--- src/rtl/ps2_tx_if.sv ---
`default_nettype none
// ============================================================================
// Module   : ps2_tx_if
// Purpose  : Command/status handshake and raw PS/2 pin levels for ps2_tx.
// Revision : 1.0
// ============================================================================
interface ps2_tx_if;
    logic       start;
    logic [7:0] data;
    logic       ps2_clk_i;
    logic       ps2_dat_i;
    logic       ps2_clk_oe;
    logic       ps2_dat_oe;
    logic       busy;
    logic       done;
    logic       error;

    modport master (
        output start, data, ps2_clk_i, ps2_dat_i,
        input  ps2_clk_oe, ps2_dat_oe, busy, done, error
    );

    modport slave (
        input  start, data, ps2_clk_i, ps2_dat_i,
        output ps2_clk_oe, ps2_dat_oe, busy, done, error
    );
endinterface
`default_nettype wire

--- src/rtl/ps2_tx.sv ---
`default_nettype none
// ============================================================================
// Module   : ps2_tx
// Purpose  : Host-to-device PS/2 byte transmitter (inhibit, RTS, 11 bits, ACK).
//            Define PS2_TX_TIMEOUT_EN to abort a stalled frame after TIMEOUT.
// Revision : 1.0
// ============================================================================
module ps2_tx #(
    parameter int INHIBIT = 2500,
    parameter int SETUP   = 25,
    parameter int FILTER  = 8,
    parameter int TIMEOUT = 375000
) (
    input  wire logic clock,
    input  wire logic reset,
    ps2_tx_if.slave   bus
);
    localparam int TMR_W = $clog2(INHIBIT + SETUP + 1);
    localparam int FLT_W = $clog2(FILTER + 1);

    localparam logic [2:0] S_IDLE    = 3'd0;
    localparam logic [2:0] S_INHIBIT = 3'd1;
    localparam logic [2:0] S_REQ     = 3'd2;
    localparam logic [2:0] S_BITS    = 3'd3;
    localparam logic [2:0] S_ACK     = 3'd4;
    localparam logic [2:0] S_WAITREL = 3'd5;
    localparam logic [2:0] S_DONE    = 3'd6;
    localparam logic [2:0] S_ERR     = 3'd7;

    logic [2:0]       r_state;
    logic [2:0]       w_next;
    logic [1:0]       r_clk_sync;
    logic [1:0]       r_dat_sync;
    logic             r_clk_filt;
    logic             r_clk_filt_d;
    logic [FLT_W-1:0] r_flt_cnt;
    logic [TMR_W-1:0] r_tmr;
    logic [3:0]       r_bit_cnt;
    logic [7:0]       r_shift;
    logic             r_parity;
    logic             r_dat_drv;
    logic             w_fall;
    logic             w_to_hit;

    // Lines idle high, so synchronizers and filter reset to 1
    always_ff @(posedge clock or posedge reset) begin
        if (reset) begin
            r_clk_sync   <= 2'b11;
            r_dat_sync   <= 2'b11;
            r_clk_filt   <= 1'b1;
            r_clk_filt_d <= 1'b1;
            r_flt_cnt    <= '0;
        end else begin
            r_clk_sync   <= {r_clk_sync[0], bus.ps2_clk_i};
            r_dat_sync   <= {r_dat_sync[0], bus.ps2_dat_i};
            r_clk_filt_d <= r_clk_filt;
            if (r_clk_sync[1] == r_clk_filt) begin
                r_flt_cnt <= '0;
            end else if (r_flt_cnt == FLT_W'(FILTER - 1)) begin
                r_clk_filt <= r_clk_sync[1];
                r_flt_cnt  <= '0;
            end else begin
                r_flt_cnt <= r_flt_cnt + 1'b1;
            end
        end
    end

    assign w_fall = r_clk_filt_d & ~r_clk_filt;

`ifdef PS2_TX_TIMEOUT_EN
    localparam int TO_W = $clog2(TIMEOUT + 1);
    logic [TO_W-1:0] r_to_cnt;

    always_ff @(posedge clock or posedge reset) begin
        if (reset) begin
            r_to_cnt <= '0;
        end else if (r_state == S_BITS || r_state == S_ACK) begin
            r_to_cnt <= r_to_cnt + 1'b1;
        end else begin
            r_to_cnt <= '0;
        end
    end

    assign w_to_hit = (r_state == S_BITS || r_state == S_ACK) &&
                      (r_to_cnt == TO_W'(TIMEOUT - 1));
`else
    assign w_to_hit = 1'b0 && (TIMEOUT > 0);
`endif

    always_ff @(posedge clock or posedge reset) begin
        if (reset) begin
            r_state <= S_IDLE;
        end else begin
            r_state <= w_next;
        end
    end

    always_comb begin
        w_next = r_state;
        case (r_state)
            S_IDLE:    if (bus.start) w_next = S_INHIBIT;
            S_INHIBIT: if (r_tmr == TMR_W'(INHIBIT - 1)) w_next = S_REQ;
            S_REQ:     if (r_tmr == TMR_W'(SETUP - 1)) w_next = S_BITS;
            S_BITS:    if (w_fall && r_bit_cnt == 4'd9) w_next = S_ACK;
            S_ACK:     if (w_fall) w_next = r_dat_sync[1] ? S_ERR : S_WAITREL;
            S_WAITREL: if (r_clk_filt && r_dat_sync[1]) w_next = S_DONE;
            default:   w_next = S_IDLE;
        endcase
        if (w_to_hit) begin
            w_next = S_ERR;
        end
    end

    // Datapath: phase timer, bit counter and the data-line drive bit
    always_ff @(posedge clock or posedge reset) begin
        if (reset) begin
            r_tmr     <= '0;
            r_bit_cnt <= '0;
            r_shift   <= '0;
            r_parity  <= 1'b0;
            r_dat_drv <= 1'b0;
        end else begin
            if ((r_state == S_INHIBIT || r_state == S_REQ) && w_next == r_state) begin
                r_tmr <= r_tmr + 1'b1;
            end else begin
                r_tmr <= '0;
            end

            case (r_state)
                S_IDLE: begin
                    if (bus.start) begin
                        r_shift  <= bus.data;
                        r_parity <= ~^bus.data;
                    end
                end
                S_REQ: begin
                    r_bit_cnt <= '0;
                    r_dat_drv <= 1'b1;
                end
                S_BITS: begin
                    if (w_fall) begin
                        r_bit_cnt <= r_bit_cnt + 1'b1;
                        if (r_bit_cnt < 4'd8) begin
                            r_dat_drv <= ~r_shift[0];
                            r_shift   <= {1'b0, r_shift[7:1]};
                        end else if (r_bit_cnt == 4'd8) begin
                            r_dat_drv <= ~r_parity;
                        end else begin
                            r_dat_drv <= 1'b0;
                        end
                    end
                end
                default: ;
            endcase
        end
    end

    always_comb begin
        bus.ps2_clk_oe = 1'b0;
        bus.ps2_dat_oe = 1'b0;
        bus.busy       = (r_state != S_IDLE);
        bus.done       = 1'b0;
        bus.error      = 1'b0;
        case (r_state)
            S_INHIBIT: bus.ps2_clk_oe = 1'b1;
            S_REQ: begin
                bus.ps2_clk_oe = 1'b1;
                bus.ps2_dat_oe = 1'b1;
            end
            S_BITS:    bus.ps2_dat_oe = r_dat_drv;
            S_DONE:    bus.done  = 1'b1;
            S_ERR:     bus.error = 1'b1;
            default: ;
        endcase
    end
endmodule
`default_nettype wire

--- src/flat_wrapper.sv ---
// flat-port wrapper written by rule: the top's interface ports become plain ports
module ps2_tx_flat 
#(
    parameter int INHIBIT = 2500,
    parameter int SETUP   = 25,
    parameter int FILTER  = 8,
    parameter int TIMEOUT = 375000
)
  (clock, reset, bus_start, bus_data, bus_ps2_clk_i, bus_ps2_dat_i, bus_ps2_clk_oe, bus_ps2_dat_oe, bus_busy, bus_done, bus_error);
  ps2_tx_if bus_i ();
  input  wire logic clock;
  input  wire logic reset;
  input wire logic [$bits(bus_i.start)-1:0] bus_start;
  input wire logic [$bits(bus_i.data)-1:0] bus_data;
  input wire logic [$bits(bus_i.ps2_clk_i)-1:0] bus_ps2_clk_i;
  input wire logic [$bits(bus_i.ps2_dat_i)-1:0] bus_ps2_dat_i;
  output wire logic [$bits(bus_i.ps2_clk_oe)-1:0] bus_ps2_clk_oe;
  output wire logic [$bits(bus_i.ps2_dat_oe)-1:0] bus_ps2_dat_oe;
  output wire logic [$bits(bus_i.busy)-1:0] bus_busy;
  output wire logic [$bits(bus_i.done)-1:0] bus_done;
  output wire logic [$bits(bus_i.error)-1:0] bus_error;
  assign bus_i.start = bus_start;
  assign bus_i.data = bus_data;
  assign bus_i.ps2_clk_i = bus_ps2_clk_i;
  assign bus_i.ps2_dat_i = bus_ps2_dat_i;
  assign bus_ps2_clk_oe = bus_i.ps2_clk_oe;
  assign bus_ps2_dat_oe = bus_i.ps2_dat_oe;
  assign bus_busy = bus_i.busy;
  assign bus_done = bus_i.done;
  assign bus_error = bus_i.error;
  ps2_tx #(.INHIBIT(INHIBIT), .SETUP(SETUP), .FILTER(FILTER), .TIMEOUT(TIMEOUT)) u_core (.clock(clock), .reset(reset), .bus(bus_i));
endmodule
--- config.mk ---
export PLATFORM = sky130hd
export DESIGN_NAME = ps2_tx_flat
export DESIGN_NICKNAME = d
export VERILOG_FILES = /design/src/rtl/ps2_tx_if.sv /design/src/rtl/ps2_tx.sv /design/src/flat_wrapper.sv
export SDC_FILE = /design/constraint.sdc
export NUM_CORES = 1
export LEC_CHECK = 0
export ABC_AREA = 1
export CAP_MARGIN = 10
export CORE_MARGIN = 2
export CORE_UTILIZATION = 50
export CTS_BUF_LIST = sky130_fd_sc_hd__clkbuf_16
export DETAILED_ROUTE_END_ITERATION = 12
export PLACE_DENSITY = 0.7
export REMOVE_ABC_BUFFERS = 1
export SYNTH_ARGS = -nofsm -noshare
export SYNTH_HDL_FRONTEND = slang
export SYNTH_SLANG_ARGS = --single-unit
export TNS_END_PERCENT = 10
--- constraint.sdc ---
create_clock -name clock -period 2.1 [get_ports clock]
set_input_delay 0.63 -clock clock [delete_from_list [all_inputs] [get_ports clock]]
set_output_delay 0.63 -clock clock [all_outputs]
set_load 0.01 [all_outputs]
Word level (Yosys, flattened, before mapping) --
Index checks and enable logic that the tools add are counted.
Operators by class: $lt $le $gt $ge 1, add/sub/neg operators 3, mux-type cells 25, reduce and logical (&&, ||, !) cells 14, bitwise logic cells 5, eq/ne operators 17
Operator list (count):
- $mux 8 | 3
- $mux 3 | 6
- $pmux 3 s6 | 1
- $pmux 8 s2 | 1
- $add 12x1->12 const B | 1
- $eq 12x12->1 const B | 1
- $eq 12x5->1 const B | 1
- $eq 3x3->1 const B | 4
- $mux 12 | 1
- $mux 4 | 3
- $add 4x1->4 const B | 2
- $eq 4x4->1 const B | 2
- $pmux 4 s2 | 1
- $reduce_xnor 8->1 | 1
- $eq 3x2->1 const B | 2
- $mux 1 | 6
- $reduce_and 2->1 | 3
- $eq 4x3->1 const B | 1
- $lt 4x4->1 const B | 1
- $ne 2x1->1 const B | 2
- $not 1->1 | 4
- $pmux 1 s2 | 2
- $reduce_and 4->1 | 1
- $reduce_bool 2->1 | 2
- other kinds (11) | 13
Storage, ports and cells: bits of input ports 13, logic and storage cells 76, output and inout bits 5, register bits after elaboration 39

Longest topological paths before layout --
word-level depth 8, depth in mapped cells 13, gate-level depth less buffers 12

Worst setup path after synthesis --
Ideal clock, no wire load.
kind register to register, start register u_core.r_clk_filt, end register u_core.r_tmr[4], cell stages (with the launch flop) 11, arrival time 1.366 ns, buffers on the path 1, slack 0.612 ns, setup time 0.122 ns, cells stage by stage dfstp_2 inv_1 nand2_2 nor2_1 nand2_1 nand3_1 nor2_1 nand3_1 nand3_2 buf_6 nor2_2
On the way: word-level cells in the longest chain between the ends 8, elaborated cells between the ends (all ways) 11
RTL lines:
- start: declaration | RTL line ps2_tx.sv:34 | logic r_clk_filt;
- start signal: assignment | RTL line ps2_tx.sv:60 | r_clk_filt <= r_clk_sync[1];
- $not 1->1 | RTL line ps2_tx.sv:68 | assign w_fall = r_clk_filt_d & ~r_clk_filt;
- $and 1x1->1 | RTL line ps2_tx.sv:68
- $logic_and 1x1->1 | RTL line ps2_tx.sv:104 | S_BITS: if (w_fall && r_bit_cnt == 4'd9) w_next = S_ACK;
- $mux 3 | RTL line ps2_tx.sv:104
- $pmux 3 s6 (*) | RTL line ps2_tx.sv:100 | case (r_state)
- $eq 3x3->1 (*) | RTL line ps2_tx.sv:123 | if ((r_state == S_INHIBIT || r_state == S_REQ) && w_next == r_state) begin
- $logic_and 1x1->1 (*) | RTL line ps2_tx.sv:123
- $mux 12 (*) | RTL line ps2_tx.sv:123
- end signal: assignment | RTL line ps2_tx.sv:124 | r_tmr <= r_tmr + 1'b1;
- end: declaration | RTL line ps2_tx.sv:37 | logic [TMR_W-1:0] r_tmr;
Mark *: on every way between the ends. The rest lies on a longest branch, timed or not. A chain may end at the register's enable or synchronous reset.

Worst setup path in the final report --
start register u_core.r_state[1], end output port bus_ps2_dat_oe
On the way: word-level cells in the longest chain between the ends 2, elaborated cells between the ends (all ways) 3
RTL lines:
- start: declaration | RTL line ps2_tx.sv:30 | logic [2:0] r_state;
- start signal: assignment | RTL line ps2_tx.sv:94 | r_state <= w_next;
- $eq 3x2->1 | RTL line ps2_tx.sv:164 | case (r_state)
- $pmux 1 s2 (*) | RTL line ps2_tx.sv:164
- end: declaration | RTL line flat_wrapper.sv:18 | output wire logic [$bits(bus_i.ps2_dat_oe)-1:0] bus_ps2_dat_oe;
Marked as above.

==> impl_metrics.ini <==
[sta]
period_share_pct = 92.2
setup_viol = 0
rsz0062_at_grt = false
hold_ws_ps = 359
drv_slew = 0
final.setup_skew_ps = 4.52
min_period_ps = 1940
setup_ws_ps = 163
clock.fmax_mhz = 516
setup_tns_ps = 0
hold_viol = 0
worst_pin_slew_ps = 382
slew_headroom_pct = 74.4

[cts]
cts_resized = 7
clk_pin_slew_ps = 60
hold_buffers = 0
cts_tree = done
cts_buffers = 5
htreeDepth = 2
post-cts-setup-buffers = 0
clkSinkCount = 39
clk_latency_ps = 280
clock_path_buffers = 2
cts_root_buf = clkbuf_16

[layout]
drive_above_1_share_pct = 17.5
fin_cells = 330
antennaDiodeCount = 0
area_growth_syn_to_layout_pct = 20.5
final_common_cell = nand2_1
nets = 298
final_cell_area_um2 = 2600
fillers = 357
post-route-util_pct = 63.6
mostFrequentLayoutCells = nand2_1 (52), nor2_1 (36), dfrtp_1 (33), inv_1 (23)

[worst_setup_path]
path_class = reg2out
rrSetupSlack_ps = 460
setup.worst_path.start = u_core.r_state[1]
required_ps = 1470
r2r_start = u_core.r_state[1]
worst_setup_path_start_kind = flop
cp_max_fo = 4
rr_worst_depth = 11
r2r_end = u_core.r_tmr[11]
cp-endpoint = bus_ps2_dat_oe
arrival_ps = 1310
endpoint_kind = output pin

[drt]
wl_per_cell_um = 11.4
drc = 0
drt-met1-wl_um = 1890
wl_met2_um = 1740
first_pass_iters = 4
detail-route-antenna-nets = 0
top_layer_used = met4
routed_wl_um = 3760
drt_iter0_markers = 41
via_per_inst = 4.92
routed-via-count = 1625
met3_length_um = 102

[pwr]
ir_worst_vdd_uv = 498
p_per_area_nw_per_um2 = 693
leakagePower_nw = 1.14
p_total_mw = 1.80

[min_path]
hold_path.class = reg2reg

[place]
dp_slack_ps = 81.2
dp_hpwl_um = 2780
port_buffers = 17
dp.cells = 322
gp_congestion = 0.826
placed_area_um2 = 2430

[floorplan]
die_w_um = 69.7
start_util_pct = 52.8
dieArea_um2 = 4850
top_level_ports = 18
coreArea_um2 = 4090
rows = 23
die_y_um = 69.7

[synthesis]
postSynthCellCount = 253
synthDistinctLibCells = 33
synth-compound-area-share_pct = 7.31
syn-cell-area_um2 = 2160
synth_seq_area_share_pct = 45.6
synthMuxAreaShare_pct = 0
yosys_warnings = 0
synth_adder_area_share_pct = 3.48
synth_xor_area_share_pct = 7.31
synth-seq-cells = 39
synth_top_family_by_area = simple AND/OR/NAND/NOR gates
yosys.area_share.simple_pct = 29.3
avgSynthCellArea_um2 = 8.52

[outcome]
status = complete, no violations

[global_route]
grt_pass1_wl_um = 6600
track_usage_pct = 16.8
overflow = 0
grt_max_degree = 40
antenna_found_initial = 0
grt_pass1_vias = 1513

[flow_run]
max_cap_viol_count = 0
report_power, final:
part           internal (mW)  switching [mW]  leakage [nW]  total [mW]
Clock                  0.553           0.277        0.0812       0.831
Combinational         0.0654          0.0755         0.598       0.141
Sequential             0.801          0.0282         0.465       0.829
critical path: stages (launching register included):
cell	delay, ps
dfrtp_1	400
buf_4	170
nand2_4	80
a21oi_1	110
dlygate4sd2_1	270
cell usage after synthesis:
cell | instances | area (um2)
dfrtp_1 | 33 | 826
nor2_4 | 1 | 11.3
a31oi_1 | 8 | 50.1
a21oi_1 | 3 | 15.0
inv_1 | 23 | 86.3
buf_6 | 3 | 33.8
nor3_2 | 1 | 10.0
nand4_2 | 1 | 12.5
nand2_2 | 3 | 18.8
inv_2 | 3 | 11.3
nor2_1 | 36 | 135
nor2_2 | 11 | 68.8
o221ai_1 | 1 | 8.76
nand2_1 | 52 | 195
nor2_8 | 1 | 20.0
a22oi_4 | 1 | 21.3
dfstp_2 | 6 | 158
o211ai_1 | 1 | 7.51
xor2_1 | 11 | 96.3
o21ai_1 | 2 | 10.0
nand2_4 | 1 | 11.3
buf_4 | 1 | 7.51
inv_4 | 2 | 12.5
or2_2 | 1 | 6.26
nand3_2 | 2 | 20.0
nand3b_1 | 1 | 7.51
nor3_1 | 7 | 35.0
o21ai_0 | 9 | 45.0
xnor2_1 | 7 | 61.3
ha_1 | 6 | 75.1
and2_1 | 1 | 6.26
nand3_1 | 13 | 65.1
nor3b_1 | 1 | 7.51
per-layer routing:
layer  vias to the layer above  GRT usage, %
met5                         -             0
met4                         0          4.49
met3                         2          4.36
met2                        14          26.6
met1                       747          22.8
li1                        862             -
final cells by class:
cell class / instances / area, um2 / share of cell area (%)
tap: 50 / 62.6 / 2.41
clock buffer: 5 / 125 / 4.82
sequential: 39 / 983 / 37.9
multi-input combinational: 182 / 1030 / 39.7
clock inverter: 3 / 38.8 / 1.49
timing repair buffer: 23 / 246 / 9.49
inverter: 28 / 110 / 4.24
state kept, by name (all words and copies together), names as in the netlist:
signal / count
u_core.r_dat_drv: 1
u_core.r_clk_filt_d: 1
u_core.r_tmr: 12
u_core.r_dat_sync: 2
u_core.r_state: 3
u_core.r_clk_sync: 2
u_core.r_clk_filt: 1
u_core.r_parity: 1
u_core.r_bit_cnt: 4
u_core.r_shift: 8
u_core.r_flt_cnt: 4
worst min path at each step:
stage	startpoint	end	cells after the start	slack [ps]
4_1_cts	u_core.r_clk_sync[0]	u_core.r_clk_sync[1]	0	360
5_1_grt	u_core.r_clk_sync[0]	u_core.r_clk_sync[1]	0	360
3_5_place_dp	u_core.r_clk_sync[0]	u_core.r_clk_sync[1]	0	350
2_1_floorplan	u_core.r_clk_sync[0]	u_core.r_clk_sync[1]	0	350
3_3_place_gp	u_core.r_dat_sync[0]	u_core.r_dat_sync[1]	0	350
6_report	u_core.r_clk_sync[0]	u_core.r_clk_sync[1]	0	360
kinds of logic after synthesis:
| logic type | Yosys count |
|---|---|
| AOI/OAI and AO/OA | 25 |
| xor gates and xnor gates | 18 |
| adders and majority gates | 6 |
| buffers and inverters | 32 |
| DFF | 39 |
| and+or+nand+nor | 133 |
Note: power is estimated with default switching activity, not from simulation.
